==> src/rtl/seg7_pkg.sv <==
// seg7_pkg: segment constants, receiver FSM state type and the pattern decoder.
// Segment order is {a,b,c,d,e,f,g}, active-high.
package seg7_pkg;

    localparam logic [6:0] SEG_0 = 7'b1111110;
    localparam logic [6:0] SEG_1 = 7'b0110000;
    localparam logic [6:0] SEG_2 = 7'b1101101;
    localparam logic [6:0] SEG_3 = 7'b1111001;
    localparam logic [6:0] SEG_4 = 7'b0110011;
    localparam logic [6:0] SEG_5 = 7'b1011011;
    localparam logic [6:0] SEG_6 = 7'b1011111;
    localparam logic [6:0] SEG_7 = 7'b1110000;
    localparam logic [6:0] SEG_8 = 7'b1111111;
    localparam logic [6:0] SEG_9 = 7'b1111011;
    localparam logic [6:0] SEG_A = 7'b1110111;
    localparam logic [6:0] SEG_B = 7'b0011111;
    localparam logic [6:0] SEG_C = 7'b1001110;
    localparam logic [6:0] SEG_D = 7'b0111101;
    localparam logic [6:0] SEG_E = 7'b1001111;
    localparam logic [6:0] SEG_F = 7'b1000111;

    typedef enum logic {
        IDLE,
        LOCK
    } state_t;

    // Returns {valid, digit}; any pattern outside the table decodes as invalid.
    function automatic logic [4:0] seg7_decode(input logic [6:0] seg);
        logic [4:0] res;
        res = 5'b0_0000;
        case (seg)
            SEG_0:   res = {1'b1, 4'h0};
            SEG_1:   res = {1'b1, 4'h1};
            SEG_2:   res = {1'b1, 4'h2};
            SEG_3:   res = {1'b1, 4'h3};
            SEG_4:   res = {1'b1, 4'h4};
            SEG_5:   res = {1'b1, 4'h5};
            SEG_6:   res = {1'b1, 4'h6};
            SEG_7:   res = {1'b1, 4'h7};
            SEG_8:   res = {1'b1, 4'h8};
            SEG_9:   res = {1'b1, 4'h9};
            SEG_A:   res = {1'b1, 4'hA};
            SEG_B:   res = {1'b1, 4'hB};
            SEG_C:   res = {1'b1, 4'hC};
            SEG_D:   res = {1'b1, 4'hD};
            SEG_E:   res = {1'b1, 4'hE};
            SEG_F:   res = {1'b1, 4'hF};
            default: res = 5'b0_0000;
        endcase
        return res;
    endfunction

endpackage

==> src/rtl/seg7_stab.sv <==
// seg7_stab: registers the segment bus once and counts how many consecutive
// cycles the registered value has stayed the same. stable_hit_o is high for
// exactly one cycle, when the count first reaches STABLE.
module seg7_stab #(
    parameter int unsigned STABLE = 4
) (
    input  logic       clk_i,
    input  logic       rst_i,
    input  logic [6:0] seg_i,
    output logic [6:0] seg_q_o,
    output logic       stable_hit_o
);

    localparam int unsigned CW = 5;
    localparam logic [CW-1:0] HIT_CNT = CW'(STABLE);
    localparam logic [CW-1:0] SAT_CNT = CW'(STABLE + 1);

    logic [CW-1:0] st_cnt_q;

    // Input register and run-length counter; the count parks one past STABLE
    // so the hit can only fire once per stable run.
    always_ff @(posedge clk_i or posedge rst_i) begin
        if (rst_i) begin
            seg_q_o  <= 7'd0;
            st_cnt_q <= '0;
        end else if (seg_i != seg_q_o) begin
            seg_q_o  <= seg_i;
            st_cnt_q <= CW'(1);
        end else if (st_cnt_q != SAT_CNT) begin
            st_cnt_q <= st_cnt_q + CW'(1);
        end
    end

    assign stable_hit_o = (st_cnt_q == HIT_CNT);

endmodule

==> src/rtl/seg7_rx.sv <==
// seg7_rx: seven-segment receive/decode. Accepts a digit once the bus has been
// stable for STABLE clocks and flags invalid patterns with a sticky Err and a
// saturating ErrCnt.
// Optional feature macro: SEG7_RX_SEQ_CHECK_EN -- when defined, each accepted
// digit in LOCK must equal the previous one +1 mod 16, otherwise it is a fault.
module seg7_rx #(
    parameter int unsigned STABLE = 4,
    parameter int unsigned CNT_W  = 8
) (
    input  logic             Clk,
    input  logic             Rst,
    input  logic [6:0]       Seg,
    input  logic             Clr,
    output logic [3:0]       Digit,
    output logic             Valid,
    output logic             Strobe,
    output logic             Err,
    output logic [CNT_W-1:0] ErrCnt
);

    import seg7_pkg::*;

    logic [6:0] seg_q;
    logic       stable_hit;
    logic [4:0] dec;
    logic       dec_valid;
    logic [3:0] dec_digit;
    state_t     state;

    seg7_stab #(
        .STABLE(STABLE)
    ) u_stab (
        .clk_i       (Clk),
        .rst_i       (Rst),
        .seg_i       (Seg),
        .seg_q_o     (seg_q),
        .stable_hit_o(stable_hit)
    );

    assign dec       = seg7_decode(seg_q);
    assign dec_valid = dec[4];
    assign dec_digit = dec[3:0];

`ifdef SEG7_RX_SEQ_CHECK_EN
    logic [3:0] exp_digit;
    assign exp_digit = Digit + 4'd1;
`endif

    // Acceptance FSM with registered outputs; Clr overrides any same-cycle fault.
    always_ff @(posedge Clk or posedge Rst) begin
        if (Rst) begin
            state  <= IDLE;
            Digit  <= 4'd0;
            Valid  <= 1'b0;
            Strobe <= 1'b0;
            Err    <= 1'b0;
            ErrCnt <= '0;
        end else begin
            Strobe <= 1'b0;
            if (Clr) begin
                // Digit is kept; returning to IDLE makes the next digit unchecked.
                state  <= IDLE;
                Valid  <= 1'b0;
                Err    <= 1'b0;
                ErrCnt <= '0;
            end else if (stable_hit) begin
                case (state)
                    IDLE: begin
                        if (dec_valid) begin
                            state  <= LOCK;
                            Digit  <= dec_digit;
                            Valid  <= 1'b1;
                            Strobe <= 1'b1;
                        end
                    end
                    LOCK: begin
                        if (!dec_valid) begin
                            state <= IDLE;
                            Valid <= 1'b0;
                            Err   <= 1'b1;
                            if (ErrCnt != '1) ErrCnt <= ErrCnt + CNT_W'(1);
                        end else if (dec_digit != Digit) begin
                            Digit  <= dec_digit;
                            Strobe <= 1'b1;
`ifdef SEG7_RX_SEQ_CHECK_EN
                            if (dec_digit != exp_digit) begin
                                Err <= 1'b1;
                                if (ErrCnt != '1) ErrCnt <= ErrCnt + CNT_W'(1);
                            end
`endif
                        end
                    end
                    default: state <= IDLE;
                endcase
            end
        end
    end

endmodule

==> config.mk <==
export PLATFORM = sky130hd
export DESIGN_NAME = seg7_rx
export DESIGN_NICKNAME = d
export VERILOG_FILES = /design/src/rtl/seg7_pkg.sv /design/src/rtl/seg7_stab.sv /design/src/rtl/seg7_rx.sv
export SDC_FILE = /design/constraint.sdc
export NUM_CORES = 1
export LEC_CHECK = 0
export ABC_CLOCK_PERIOD_IN_PS = 4740
export CORE_AREA = 2 2 67 69
export CTS_CLUSTER_DIAMETER = 30
export DETAILED_ROUTE_END_ITERATION = 12
export DIE_AREA = 0 0 69 71
export PLACE_DENSITY = 0.78
export SYNTH_ARGS = -nofsm -noshare
export SYNTH_HDL_FRONTEND = slang
export SYNTH_SLANG_ARGS = --single-unit
==> constraint.sdc <==
create_clock -name Clk -period 4.74 [get_ports Clk]
set_clock_uncertainty 0.15 [all_clocks]
set_input_delay 0.948 -clock Clk [delete_from_list [all_inputs] [get_ports Clk]]
set_output_delay 0.948 -clock Clk [all_outputs]
set_load 0.005 [all_outputs]
==> results by stage <==
STA:
- Setup repair after global routing left no endpoint under its margin.
- The worst path in the final design needs a cycle of 2.826 ns, including I/O delays and setup.
- In the finished design, the share of the clock period the worst path needs comes to 0.5963.
- The summed negative setup slack over all endpoints is 0 ns.
- The highest clock rate is 353.8 MHz.
- Measured against its own limit, the worst slew margin works out to 0.3001.
- The hold violation count in the final report is 0.
- For the pin with the worst max-slew slack, the measured transition is 1.049 ns.
- The count of final max-slew check failures came to 0.
- Setup violations remaining at the end of the flow were counted as 0.
- Setup slack on the critical path of the routed design comes to 1.914 ns.

Floorplanning:
- The core region is 4204 µm².
- The die is 69 µm wide.
- The effective utilization at floorplan is 0.4342.
- The floorplan step defined a die boundary enclosing 4899 µm².
- The count of boundary I/O pins is 25.
- The die boundary height is 71 µm.
- The cell row count is 24.

Synthesis:
- The number of flops mapped to enable cells by yosys is 0.
- Yosys printed 0 warnings.
- The number of nets handed over by synthesis was 205.
- dfrtp_1 is the most common cell in the netlist.
- After technology mapping, the gate count stands at 191.
- After synthesis, the cell types taking the most area are dfrtp_1 38%, xnor2_1 4.3%, nor2_1 3.7%.
- For this run, the leading register cell type out of synthesis is dfrtp_1.
- Synthesis inferred 28 register bits.
- The synthesized cell area is 1826 µm².
- The sequential area share after synthesis is 0.3838.
- Of the post-synthesis cell area, the dominant cell type holds 0.3838.
- In the synthesized netlist, the cells that appear most often are 28 x dfrtp_1, 18 x nor2_1, 12 x nand2_1, 12 x nand3_1, 9 x xnor2_1.
- The netlist uses 53 different library cells.
- In the synthesized netlist the async set-or-reset flop fraction comes to 1.000.
- In this run the mean area of a mapped cell was 9.558 µm².
- The post-synthesis cell type with the largest combined area is dfrtp_1.

Cells and area:
- The total number of nets in the final design is 218.
- The number of fillers in the final layout is 412.
- The multi-input combinational cells in the finished layout cover a total of 975.9 µm².
- The area growth from synthesis to layout is 13.50%.
- The count of cells in the finished layout, fillers not included, comes to 255.
- The share of layout cells above drive strength 1 is 0.08374.
- The number of antenna diodes in the final layout is 0.
- The area occupied by registers is 700.7 µm².

Routing:
- After detailed routing, the total wire length is 3421 µm.
- The number of nets with antenna violations after routing is 0.
- The detailed-route DRC error count is 0.
- After detailed routing, the average wire length per cell comes to 13.42 µm.
- The detailed-route via count is 1414.
- The average vias per placed instance is 5.545.
- Before antenna repair, the detailed router went through 4 iterations.
- The first routing iteration left 95 violations.

Power and ir drop:
- The worst IR drop on VDD is 0.1132 mV.
- The switching part of the total is 0.2312.
- Summed over all cells, the static leakage comes to 0.8623 nW.
- The sequential share of power is 0.518.
- In this run the power density over the cells is 235.7 nW/µm².
- The share of total power dissipated in combinational logic is 0.080.
- The clock share of power is 0.402.
- The overall power after layout is 488.4 µW.
- Internal power comes to 375.5 µW.
- In this run the power spent charging and discharging nets is 112.9 µW.

Hold path:
- Counting instances, the worst hold path has a depth of 2.
- The worst hold path belongs to the class flop to flop.
- The worst hold path begins at Err.

Place:
- Buffers placed on the I/O ports in this run total 24.
- The placed cell count is 251.
- Timing analysis after detailed placement gives a worst setup slack of 1.876 ns.
- The detailed placement HPWL is 2432 µm.
- The congestion estimate from routability-driven global placement came to 0.8302.

GRT:
- The largest net degree at the start of global routing is 29.
- The initial antenna violation count is 0.
- The first global-routing pass estimated 6120 µm of wire.
- For this run, the total global-route usage over all layers was measured as 0.1497.
- After global routing the overflow that remains totals 0.
- The number of global-route vias before repair came to 1339.

Setup path:
- Of all nets on the critical path, the largest fanout is 8.
- In this run the critical register-to-register path is captured at ErrCnt[5].
- The depth of the worst register-to-register path is 8.
- The setup slack of the worst register-to-register path is 1.91 ns.
- The start of the worst register-to-register path is u_stab.st_cnt_q[0].
- The end point of the critical path is ErrCnt[5].
- The endpoint required time on the critical path is 4.77 ns.
- For this design, the slowest cell found on the critical path is nor4bb_1.
- For the worst setup path, the data arrival time is 2.86 ns.
- The setup path with the least slack is of type flop to flop.
- The delay of the slowest cell on the worst path is 0.46 ns.
- Walking the worst path, the cells encountered are inv_1, ha_1, nor4bb_1, nand2_1, nor4b_1, nand3_1, nor3_1, mux2_2.
- The critical path startpoint category is a flop.
- The startpoint of the worst setup timing path is u_stab.st_cnt_q[0].
- The worst setup path is captured at a flop.

Clock tree:
- The maximum level of the CTS H-tree is 1.
- The total clock sinks is 28.
- Hold repair after CTS inserted 0 buffers.
- The number of buffers between clock root and the deepest sink is 2.
- In this run the post-CTS setup repair buffer count came out at 0.
- The tree is rooted in a clkbuf_8.
- The clock insertion delay at the later pin of the skew report is 0.28 ns.
- After clock tree synthesis, the clock-pin slew on the worst setup and hold paths is 0.11 ns.
- TritonCTS built the clock tree.
- The number of instances resized during post-cts repair is 0.
- The number of buffers created by CTS is 3.

Run status:
- The flow ran to the end, and the final reports show no timing, DRC or antenna violations.

Run:
- The number of violations of the max-capacitance limit is 0.
-- registers in the layout, summed over array words and instances (netlist names) --
register	count
Digit	4
Err	1
ErrCnt	8
Strobe	1
Valid	1
state	1
u_stab.seg_q_o	7
u_stab.st_cnt_q	5
-- per-layer routing --
metal | up-vias | global-route usage | routed length (µm)
li1 | 702 | - | -
met1 | 684 | 0.2065 | 1667
met2 | 24 | 0.2479 | 1613
met3 | 4 | 0.02279 | 112
met4 | 0 | 0.03922 | 27
met5 | - | 0 | 0
-- worst min-delay path by stage --
stage / endpoint / slack [ns]
2_1_floorplan: Err / 0.34
3_3_place_gp: Err / 0.35
3_5_place_dp: Err / 0.36
4_1_cts: Err / 0.38
5_1_grt: Err / 0.42
6_report: Err / 0.37
-- stage by stage --
stage	instance area (µm²)	util	hold slack, ns
2_1_floorplan	1826	-	0.3398
3_3_place_gp	2001	0.4759	0.3461
3_5_place_dp	2001	0.4759	0.3584
4_1_cts	2072	0.4929	0.3840
5_1_grt	2072	0.4929	0.4230
6_report	2072	0.4929	0.3707
-- final cells by class --
type / count / area share
repair buffers: 24 / 0.1159
inverters: 5 / 0.009058
multi-input cells: 142 / 0.4710
flip-flops and latches: 28 / 0.3382
clock inverters: 1 / 0.01449
clock buffers: 3 / 0.01993
well taps: 52 / 0.03140
-- cell families (layout without fill, tap and decap cells) --
group,Yosys count,count (layout),synth area share
buffers and inverters,21,33,0.08156
flip-flops,28,28,0.3838
AO/OA/AOI/OAI,26,26,0.1015
adder cells (fa/ha/maj),4,4,0.02742
AND/OR/NAND/NOR,89,89,0.2790
XOR/XNOR,15,15,0.07197
multiplexers,8,8,0.05483
-- placed cells by master (no fill, tap or decap), drive strengths merged, types with 6 or more instances in the layout --
cell / instances
xor2: 6
mux2: 7
nand3: 12
clkdlybuf4s50: 24
dfrtp: 28
xnor2: 9
nand2: 13
nor2: 18
-- power by group through the flow --
stage / Combinational [mW] / Sequential (mW) / Clock (mW)
2_1_floorplan: 0.0404 / 0.249 / 0
3_3_place_gp: 0.0386 / 0.257 / 0
3_5_place_dp: 0.0395 / 0.258 / 0
4_1_cts: 0.0397 / 0.253 / 0.198
5_1_grt: 0.0443 / 0.255 / 0.208
6_report: 0.0389 / 0.253 / 0.196
-- critical path, delay by kind of cell, from the launching register on --
| kind | cells | cell delay (ns) |
|---|---|---|
| flip-flops | 1 | 0.45 |
| AND/OR/NAND/NOR | 5 | 1.54 |
| multiplexers | 1 | 0.35 |
| buffers and inverters | 1 | 0.08 |
| adder cells (fa/ha/maj) | 1 | 0.15 |
Power figures use the tool's default switching activity.
